## config.mk

```make
export PLATFORM = sky130hd
export DESIGN_NAME = loopback_pipe
export DESIGN_NICKNAME = d
export VERILOG_FILES = /design/src/rtl/loopback_pipe.sv
export SDC_FILE = /design/constraint.sdc
export NUM_CORES = 1
export LEC_CHECK = 0
export CORE_ASPECT_RATIO = 1.25
export CORE_MARGIN = 4
export CORE_UTILIZATION = 50
export CTS_CLUSTER_SIZE = 40
export DETAILED_ROUTE_END_ITERATION = 8
export PLACE_DENSITY_LB_ADDON = 0.05
export RECOVER_POWER = 50
export SETUP_SLACK_MARGIN = 0.1
export SYNTH_ARGS = -nofsm -noshare
export SYNTH_HDL_FRONTEND = slang
export SYNTH_SLANG_ARGS = --single-unit
```

## constraint.sdc

```tcl
create_clock -name clock -period 6.15 [get_ports clock]
set_clock_uncertainty 0.05 [all_clocks]
set_input_delay 0.615 -clock clock [delete_from_list [all_inputs] [get_ports clock]]
set_output_delay 0.615 -clock clock [all_outputs]
set_load 0.02 [all_outputs]
```

## src/rtl/loopback_pipe.sv

```systemverilog
// loopback_pipe: pulls words from a stimulus FIFO, applies a per-word
// transform, delays them through a register pipeline and pushes them into a
// result FIFO through a small output buffer.  Reads are credit-limited so
// the output buffer can never overflow, whatever back-pressure the result
// FIFO applies.
module loopback_pipe #(
    parameter int STF_WIDTH = 24,
    parameter int RTF_WIDTH = 24,
    parameter int LATENCY   = 2,
    parameter int BUF_DEPTH = 8
) (
    input  logic                 clock,
    input  logic                 reset_n,
    input  logic                 enable,
    input  logic [1:0]           mode,
    input  logic [STF_WIDTH-1:0] sfifo_data,
    output logic                 sfifo_rdreq,
    input  logic                 sfifo_rdempty,
    output logic [RTF_WIDTH-1:0] rfifo_data,
    output logic                 rfifo_wrreq,
    input  logic                 rfifo_wrfull,
    output logic [31:0]          xfer_count,
    output logic                 idle
);

    localparam int PTR_W = $clog2(BUF_DEPTH);
    localparam int CNT_W = $clog2(BUF_DEPTH) + 1;

    typedef enum logic [1:0] {
        MODE_PASS    = 2'd0,
        MODE_INVERT  = 2'd1,
        MODE_SEQ     = 2'd2,
        MODE_DISCARD = 2'd3
    } mode_t;

    // Read issued last cycle; its data is on sfifo_data this cycle.
    logic                 read_pending;
    mode_t                pending_mode;
    logic [RTF_WIDTH-1:0] seq;

    logic [RTF_WIDTH-1:0] resized;
    logic [RTF_WIDTH-1:0] transformed;
    logic                 discard;

    logic [RTF_WIDTH-1:0] pipe_data [LATENCY];
    logic [LATENCY-1:0]   pipe_valid;
    logic [LATENCY-1:0]   pipe_discard;

    logic [CNT_W-1:0]     inflight;
    logic [CNT_W-1:0]     buf_count;
    logic [PTR_W-1:0]     wr_ptr;
    logic [PTR_W-1:0]     rd_ptr;
    logic [RTF_WIDTH-1:0] mem [BUF_DEPTH];

    logic                 retire;
    logic                 buf_wr;
    logic                 buf_rd;
    logic [CNT_W:0]       occupancy;

    // Every read holds a credit until it either lands in the buffer or is
    // retired as a discard, so buffer space is reserved before the read.
    assign occupancy   = {1'b0, inflight} + {1'b0, buf_count};
    assign sfifo_rdreq = enable & ~sfifo_rdempty & (occupancy < (CNT_W+1)'(BUF_DEPTH));

    generate
        if (STF_WIDTH >= RTF_WIDTH) begin : g_truncate
            assign resized = sfifo_data[RTF_WIDTH-1:0];
        end else begin : g_extend
            assign resized = {{(RTF_WIDTH-STF_WIDTH){1'b0}}, sfifo_data};
        end
    endgenerate

    // Apply the transform selected by the mode captured alongside the read.
    always_comb begin
        transformed = resized;
        discard     = 1'b0;
        case (pending_mode)
            MODE_INVERT:  transformed = ~resized;
            MODE_SEQ:     transformed = resized + seq;
            MODE_DISCARD: discard     = 1'b1;
            default:      transformed = resized;
        endcase
    end

    // Capture stage (first pipeline register) plus the remaining delay stages.
    always_ff @(posedge clock or negedge reset_n) begin
        if (!reset_n) begin
            read_pending <= 1'b0;
            pending_mode <= MODE_PASS;
            seq          <= '0;
            pipe_valid   <= '0;
            pipe_discard <= '0;
            for (int i = 0; i < LATENCY; i++) begin
                pipe_data[i] <= '0;
            end
        end else begin
            read_pending    <= sfifo_rdreq;
            pending_mode    <= mode_t'(mode);
            pipe_valid[0]   <= read_pending;
            pipe_discard[0] <= read_pending & discard;
            pipe_data[0]    <= transformed;
            if (read_pending && pending_mode == MODE_SEQ) begin
                seq <= seq + 1'b1;
            end
            for (int i = 1; i < LATENCY; i++) begin
                pipe_valid[i]   <= pipe_valid[i-1];
                pipe_discard[i] <= pipe_discard[i-1];
                pipe_data[i]    <= pipe_data[i-1];
            end
        end
    end

    assign retire = pipe_valid[LATENCY-1];
    assign buf_wr = pipe_valid[LATENCY-1] & ~pipe_discard[LATENCY-1];
    assign buf_rd = rfifo_wrreq;

    // Track reads that hold a credit but have not yet reached the buffer.
    always_ff @(posedge clock or negedge reset_n) begin
        if (!reset_n) begin
            inflight <= '0;
        end else begin
            case ({sfifo_rdreq, retire})
                2'b10:   inflight <= inflight + 1'b1;
                2'b01:   inflight <= inflight - 1'b1;
                default: inflight <= inflight;
            endcase
        end
    end

    // Buffer storage; contents are only visible while buf_count is nonzero.
    always_ff @(posedge clock) begin
        if (buf_wr) begin
            mem[wr_ptr] <= pipe_data[LATENCY-1];
        end
    end

    // Buffer pointers and fill level; pointers wrap at the power-of-2 depth.
    always_ff @(posedge clock or negedge reset_n) begin
        if (!reset_n) begin
            wr_ptr    <= '0;
            rd_ptr    <= '0;
            buf_count <= '0;
        end else begin
            if (buf_wr) begin
                wr_ptr <= wr_ptr + 1'b1;
            end
            if (buf_rd) begin
                rd_ptr <= rd_ptr + 1'b1;
            end
            case ({buf_wr, buf_rd})
                2'b10:   buf_count <= buf_count + 1'b1;
                2'b01:   buf_count <= buf_count - 1'b1;
                default: buf_count <= buf_count;
            endcase
        end
    end

    assign rfifo_wrreq = (buf_count != '0) & ~rfifo_wrfull;
    assign rfifo_data  = (buf_count != '0) ? mem[rd_ptr] : '0;
    assign idle        = (inflight == '0) && (buf_count == '0);

    // Count every word handed to the result FIFO; wraps naturally at 2^32.
    always_ff @(posedge clock or negedge reset_n) begin
        if (!reset_n) begin
            xfer_count <= '0;
        end else if (rfifo_wrreq) begin
            xfer_count <= xfer_count + 32'd1;
        end
    end

endmodule

```

==> results of run 1 <==
routing by layer:
metal / share of wire [%] / wire length (um) / track usage (%)
met3: 3.9 / 1040 / 2.48
met2: 50 / 13400 / 30.2
met1: 44 / 12000 / 25.5
met5: 0 / 0 / 0
met4: 1.9 / 504 / 4.15
power breakdown:
part / switching (mW) / leakage (nW) / total (mW) / internal [mW]
logic: 0.828 / 2.38 / 1.72 / 0.894
registers: 0.279 / 3.36 / 2.78 / 2.50
clock network: 0.773 / 0.487 / 1.81 / 1.04
total: 1.88 / 6.22 / 6.31 / 4.43
worst max path at each step:
stage,start,endpoint,slack [ps],depth (start not counted)
final,reset_n,buf_count[1],2250,3
after global routing,reset_n,buf_count[1],1480,3
after CTS,rd_ptr[0],rfifo_data[22],2240,4
after detailed placement,rd_ptr[0],rfifo_data[22],2840,4
after global placement,rd_ptr[0],rfifo_data[22],2850,4
after floorplan,pipe_valid[1],mem[0][0],3180,3
cells by family (layout without fill, tap and decap cells):
family | count (synthesis) | after routing | synth area share [%]
flip-flops | 317 | 317 | 64.5
XOR/XNOR | 81 | 81 | 5.15
adder cells (fa/ha/maj) | 42 | 42 | 3.98
AND/OR/NAND/NOR | 231 | 231 | 8.48
buffers and inverters | 61 | 188 | 1.92
multiplexers | 80 | 80 | 10.2
AO/OA/AOI/OAI | 118 | 118 | 5.74
flip-flops by register name, summed over array words and instances, names as in the netlist:
signal,count
buf_count,4
inflight,4
mem,192
pending_mode,2
pipe_data,48
pipe_discard,2
pipe_valid,2
rd_ptr,3
read_pending,1
seq,24
wr_ptr,3
xfer_count,32
through the flow:
| stage | utilization, % | hold WS (ps) |
|---|---|---|
| 3_5_place_dp | 55.9 | 285 |
| 6_report | 59.6 | 293 |
| 4_1_cts | 59.6 | 296 |
| 3_3_place_gp | 55.9 | 282 |
| 5_1_grt | 59.6 | 300 |
| 2_1_floorplan | - | 269 |
synthesized netlist by cell type, drive strengths merged (6+ instances only):
cell | number | share of area, %
buf | 18 | 0.74
nand3 | 28 | 1.0
a31oi | 6 | 0.43
dfrtp | 125 | 23
ha | 39 | 3.5
nand2b | 7 | 0.32
nand2 | 54 | 1.5
xor2 | 31 | 2.0
edfxtp | 192 | 42
nor3b | 11 | 0.60
and3 | 16 | 0.73
o21ai | 22 | 0.80
a21oi | 38 | 1.4
a221oi | 7 | 0.49
nor2 | 63 | 1.7
nand4 | 17 | 0.88
mux4 | 48 | 7.8
xnor2 | 50 | 3.2
clkbuf | 18 | 0.50
and2 | 6 | 0.27
inv | 25 | 0.68
nor3 | 12 | 0.44
a21o | 13 | 0.72
mux2i | 28 | 2.0
final cells by class:
| cell class | count | share of cell area (%) |
|---|---|---|
| sequential | 317 | 55.3 |
| multi-input combinational | 552 | 28.9 |
| timing repair buffer | 105 | 6.32 |
| clock buffer | 41 | 5.43 |
| tap | 345 | 2.68 |
| clock inverter | 17 | 0.786 |
| inverter | 25 | 0.583 |
timing repair:
action / in CTS / in global routing
hold endpoints to repair: 21 / 0
setup buffers: 0 / 0
hold buffers: 1 / 0
gates resized for setup: 0 / 0
==> results.py, run 1 <==
metrics = {
    "finish": {
        "fill_cells": 2147,
        "final_layout_size_suffix_gt1_share_pct": 13.1,
        "diodes": 0,
        "nNetsFinal": 1105,
        "final_cell_mix": "192 x edfxtp_1, 123 x dfrtp_1, 86 x clkdlybuf4s50_1, 56 x nor2_1, 54 x nand2_1",
        "final_area_mm2": 0.0161,
        "finalNonFillerCells": 1402,
        "final_common_cell": "edfxtp_1",
        "area_growth_pct": 16.7,
        "seqCellArea_mm2": 0.00890,
        "multi_input_area_mm2": 0.00465,
    },
    "drt": {
        "wl_per_cell_um": 19.3,
        "first_iter_violations": 427,
        "firstDrtPassIters": 5,
        "finalWirelength_mm": 27.0,
        "via_count": 7805,
        "ant_nets": 0,
        "remaining_drc_errors": 0,
        "viasPerCell": 5.57,
    },
    "synthesis": {
        "postSynthCellCount": 930,
        "synth-edff-count": 192,
        "async_flop_share_pct": 39.4,
        "synth.cell_area_mm2": 0.0138,
        "synth-seq-cells": 317,
        "synth_fp_nets": 1003,
        "syn_avg_cell_area_um2": 14.8,
        "ys_warn_count": 0,
        "ys_types": 65,
        "yosys_most_used_dff": "edfxtp_1",
        "ys_seq_area_share_pct": 64.5,
    },
    "setup_path": {
        "crit_path_max_incr_delay_ps": 1880,
        "path_class": "in -> async",
        "crit_family": "buffers and inverters",
        "crit-reg2reg-launch": "buf_count[1]",
        "ff2ff_path_depth": 11,
        "r2r-end": "buf_count[3]",
        "slowest_stage": "clkbuf_1",
        "crit_required_ps": 6220,
        "arrival_ps": 3970,
        "crit_path_cell_trace": "dlygate4sd3_1, clkbuf_1, clkbuf_1",
        "critPathLaunchType": "input port",
        "cp-end-kind": "async pin",
        "r2r_setup_slack_ps": 3400,
        "cp_max_fo": 47,
        "path_buf_inv": 3,
        "path_common_cell": "clkbuf_1",
    },
    "global_routing": {
        "gr-usage-all-layers_pct": 18.1,
        "grt_pass1_vias": 8032,
        "grt_antenna_before_repair": 0,
        "overflow": 0,
        "grt_pass1_wl_mm": 44.0,
        "grt_max_degree": 58,
    },
    "floorplanning": {
        "initial_core_util_pct": 51.1,
        "die_area_mm2": 0.0303,
        "die_h_um": 194,
        "io_pins": 90,
        "fp.dieW_um": 156,
        "num_rows": 67,
        "core_area_mm2": 0.0270,
    },
    "clock_network": {
        "clk-insertion-delay-late_ps": 550,
        "clockBufferDepth": 3,
        "cts_root_buffer": "clkbuf_16",
        "h-tree-depth": 1,
        "clkSinkCount": 317,
        "numCtsBuffers": 31,
        "tritoncts": "yes",
        "path_clk_slew_ps": 60,
    },
    "timing": {
        "period_share_pct": 63.4,
        "grt_setup_unrepaired": "false",
        "slew_viol_final": 48,
        "period_minus_slack_ps": 3900,
        "tightest_slew_ps": 2540,
        "fmax_mhz": 256,
        "relSlewSlack_pct": -69.3,
        "setup_violations": 0,
        "setup_ws_ps": 2250,
        "final_hold_viol_count": 0,
        "fin_tns_setup_ps": 0,
    },
    "hold_path": {
        "hp-class": "reg -> reg",
        "min_path_cells": 0,
        "hold_end": "pipe_data[22]",
        "hold_start": "pipe_data[46]",
    },
    "placed_design": {
        "place_hpwl_mm": 17.7,
        "place_area_mm2": 0.0151,
        "gp_congestion": 0.898,
        "place_ws_ps": 2840,
        "dpl.cell_count": 1343,
        "io_buffers": 89,
    },
    "pwr": {
        "power.leakage_nw": 6.22,
        "power.total_mw": 6.31,
        "vdd_drop_max_mv": 0.204,
        "power_density_mw_per_mm2": 392,
    },
    "status": {
        "violations": "capacitance limit, slew limit",
        "status": "complete, but fails checks",
    },
    "run": {
        "drv_cap": 1,
    },
}
Power figures use the tool's default switching activity.
==> run 2: changes to the inputs <==
==> constraint.sdc (replaced) <==
create_clock -name clock -period 3.7 [get_ports clock]
set_clock_uncertainty 0.05 [all_clocks]
set_input_delay 0.37 -clock clock [delete_from_list [all_inputs] [get_ports clock]]
set_output_delay 0.37 -clock clock [all_outputs]
set_load 0.02 [all_outputs]
==> run 2 against run 1 <==
  * The flow now finishes without violations
  * Via count increased by 0.49%
  * Largest cell class unchanged
  * Total power grew 72%
  * Routed wire length increased by 0.88%
==> results.py, run 2 (synthesis results as in run 1) <==
metrics = {
    "timing": {
        "setup_violations": 0,
        "setup_ws_ps": 566,
        "final_hold_viol_count": 0,
        "tightest_slew_ps": 1460,
        "period_share_pct": 84.7,
        "slew_viol_final": 0,
        "relSlewSlack_pct": 2.70,
        "grt_setup_unrepaired": "false",
        "fin_tns_setup_ps": 0,
        "fmax_mhz": 319,
        "period_minus_slack_ps": 3130,
    },
    "setup_path": {
        "cp_max_fo": 30,
        "crit_required_ps": 3280,
        "arrival_ps": 2710,
        "critPathLaunchType": "flip-flop",
        "path_class": "reg -> out",
        "cp-end-kind": "output port",
    },
    "clock_network": {
        "h-tree-depth": 1,
        "clockBufferDepth": 3,
        "tritoncts": "yes",
        "post_cts_resized": 0,
        "numCtsBuffers": 30,
        "cts_setup_buffers": 0,
        "clk-insertion-delay-late_ps": 540,
        "postCtsHoldBufs": 1,
        "clkSinkCount": 317,
        "cts_root_buffer": "clkbuf_16",
        "path_clk_slew_ps": 70,
    },
    "drt": {
        "via_count": 7843,
        "ant_nets": 0,
        "first_iter_violations": 517,
        "wl_per_cell_um": 19.4,
        "viasPerCell": 5.59,
        "finalWirelength_mm": 27.3,
        "remaining_drc_errors": 0,
        "firstDrtPassIters": 5,
    },
    "finish": {
        "final_common_cell": "edfxtp_1",
        "nNetsFinal": 1108,
        "diodes": 0,
        "final_cell_mix": "192 x edfxtp_1, 123 x dfrtp_1, 86 x clkdlybuf4s50_1, 56 x nor2_1, 54 x nand2_1",
        "reg_top3": "mem x192, pipe_data x48, xfer_count x32",
        "area_growth_pct": 17.9,
        "largest_register_ffs": 192,
        "max_flop_register": "mem",
        "final_layout_size_suffix_gt1_share_pct": 13.8,
    },
    "pwr": {
        "power.leakage_nw": 6.31,
        "vdd_drop_max_mv": 0.461,
        "power.total_mw": 10.9,
        "power_density_mw_per_mm2": 669,
    },
    "placed_design": {
        "io_buffers": 89,
        "gp_congestion": 0.893,
        "place_ws_ps": 648,
        "place_hpwl_mm": 17.6,
    },
    "floorplanning": {
        "fp.dieW_um": 156,
        "core_area_mm2": 0.0270,
        "num_rows": 67,
        "die_h_um": 194,
        "io_pins": 90,
        "die_area_mm2": 0.0303,
        "initial_core_util_pct": 51.1,
    },
    "run": {
        "drv_cap": 0,
    },
    "status": {
        "status": "finished, final reports clean",
    },
    "global_routing": {
        "grt_pass1_wl_mm": 44.5,
        "overflow": 0,
        "grt_max_degree": 52,
        "grt_pass1_vias": 8202,
        "grt_antenna_before_repair": 1,
        "gr-usage-all-layers_pct": 18.5,
    },
    "hold_path": {
        "hp-class": "reg -> reg",
    },
}
## run 2: cell count changes in the layout (fill, tap and decap cells not counted), moves of 3 or more
| cell | change |
|---|---|
| bufinv_16 | +3 |
| clkinvlp_4 | -3 |
| clkbuf_4 | +3 |
| clkbuf_1 | -4 |
## run 2: final timing paths
kind / start / endpoint / slack, ps / depth (start not counted)
max reg2reg: buf_count[1] / inflight[3] / 1020 / 11
min: pipe_data[30] / pipe_data[6] / 300 / 0
min in group asynchronous: reset_n / xfer_count[30] / 310 / 2
max: rd_ptr[1] / rfifo_data[22] / 570 / 5
max in group asynchronous: reset_n / pipe_data[4] / 1530 / 3
min reg2reg: pipe_data[30] / pipe_data[6] / 300 / 0
## run 2: stage by stage
| step | util, % | area (um^2) | std cells | hold WS [ps] |
|---|---|---|---|---|
| after floorplan | - | 13800 | 930 | 24.4 |
| final | 60.2 | 16200 | 1404 | 297 |
| after detailed placement | 56.1 | 15100 | 1347 | 285 |
| after global placement | 56.1 | 15100 | 1347 | 283 |
| after CTS | 60.3 | 16300 | 1404 | 183 |
| after global routing | 60.2 | 16200 | 1404 | 305 |
## run 2: cell type report
cell class | count | area [um^2]
Clock buffer | 43 | 945
Clock inverter | 13 | 171
Fill cell | 2167 | 10700
Inverter | 25 | 93.8
Multi-Input combinational cell | 552 | 4650
Sequential cell | 317 | 8900
Tap cell | 345 | 432
Timing Repair Buffer | 109 | 1060
## run 2: report_power, final
part | internal, mW | total [mW] | switching [mW]
clock network | 2.05 | 3.33 | 1.27
logic | 1.52 | 3.04 | 1.52
registers | 4.15 | 4.49 | 0.342
total | 7.73 | 10.9 | 3.14
## run 2: worst max-delay path: stages, from the launching register on
cell and delay, ps:
dfrtp_2 710, buf_12 280, mux4_2 310, mux2i_1 240
nor2_1 60, clkdlybuf4s50_1 550
## run 2: metal layers
layer  up-vias  global-route usage (%)  routed length, um
met4         0                    4.24                522
met1      3944                    24.9              11600
li1       3692                       -                  -
met5         -                       0                  0
met2       167                    32.3              14000
met3        40                    2.28               1110
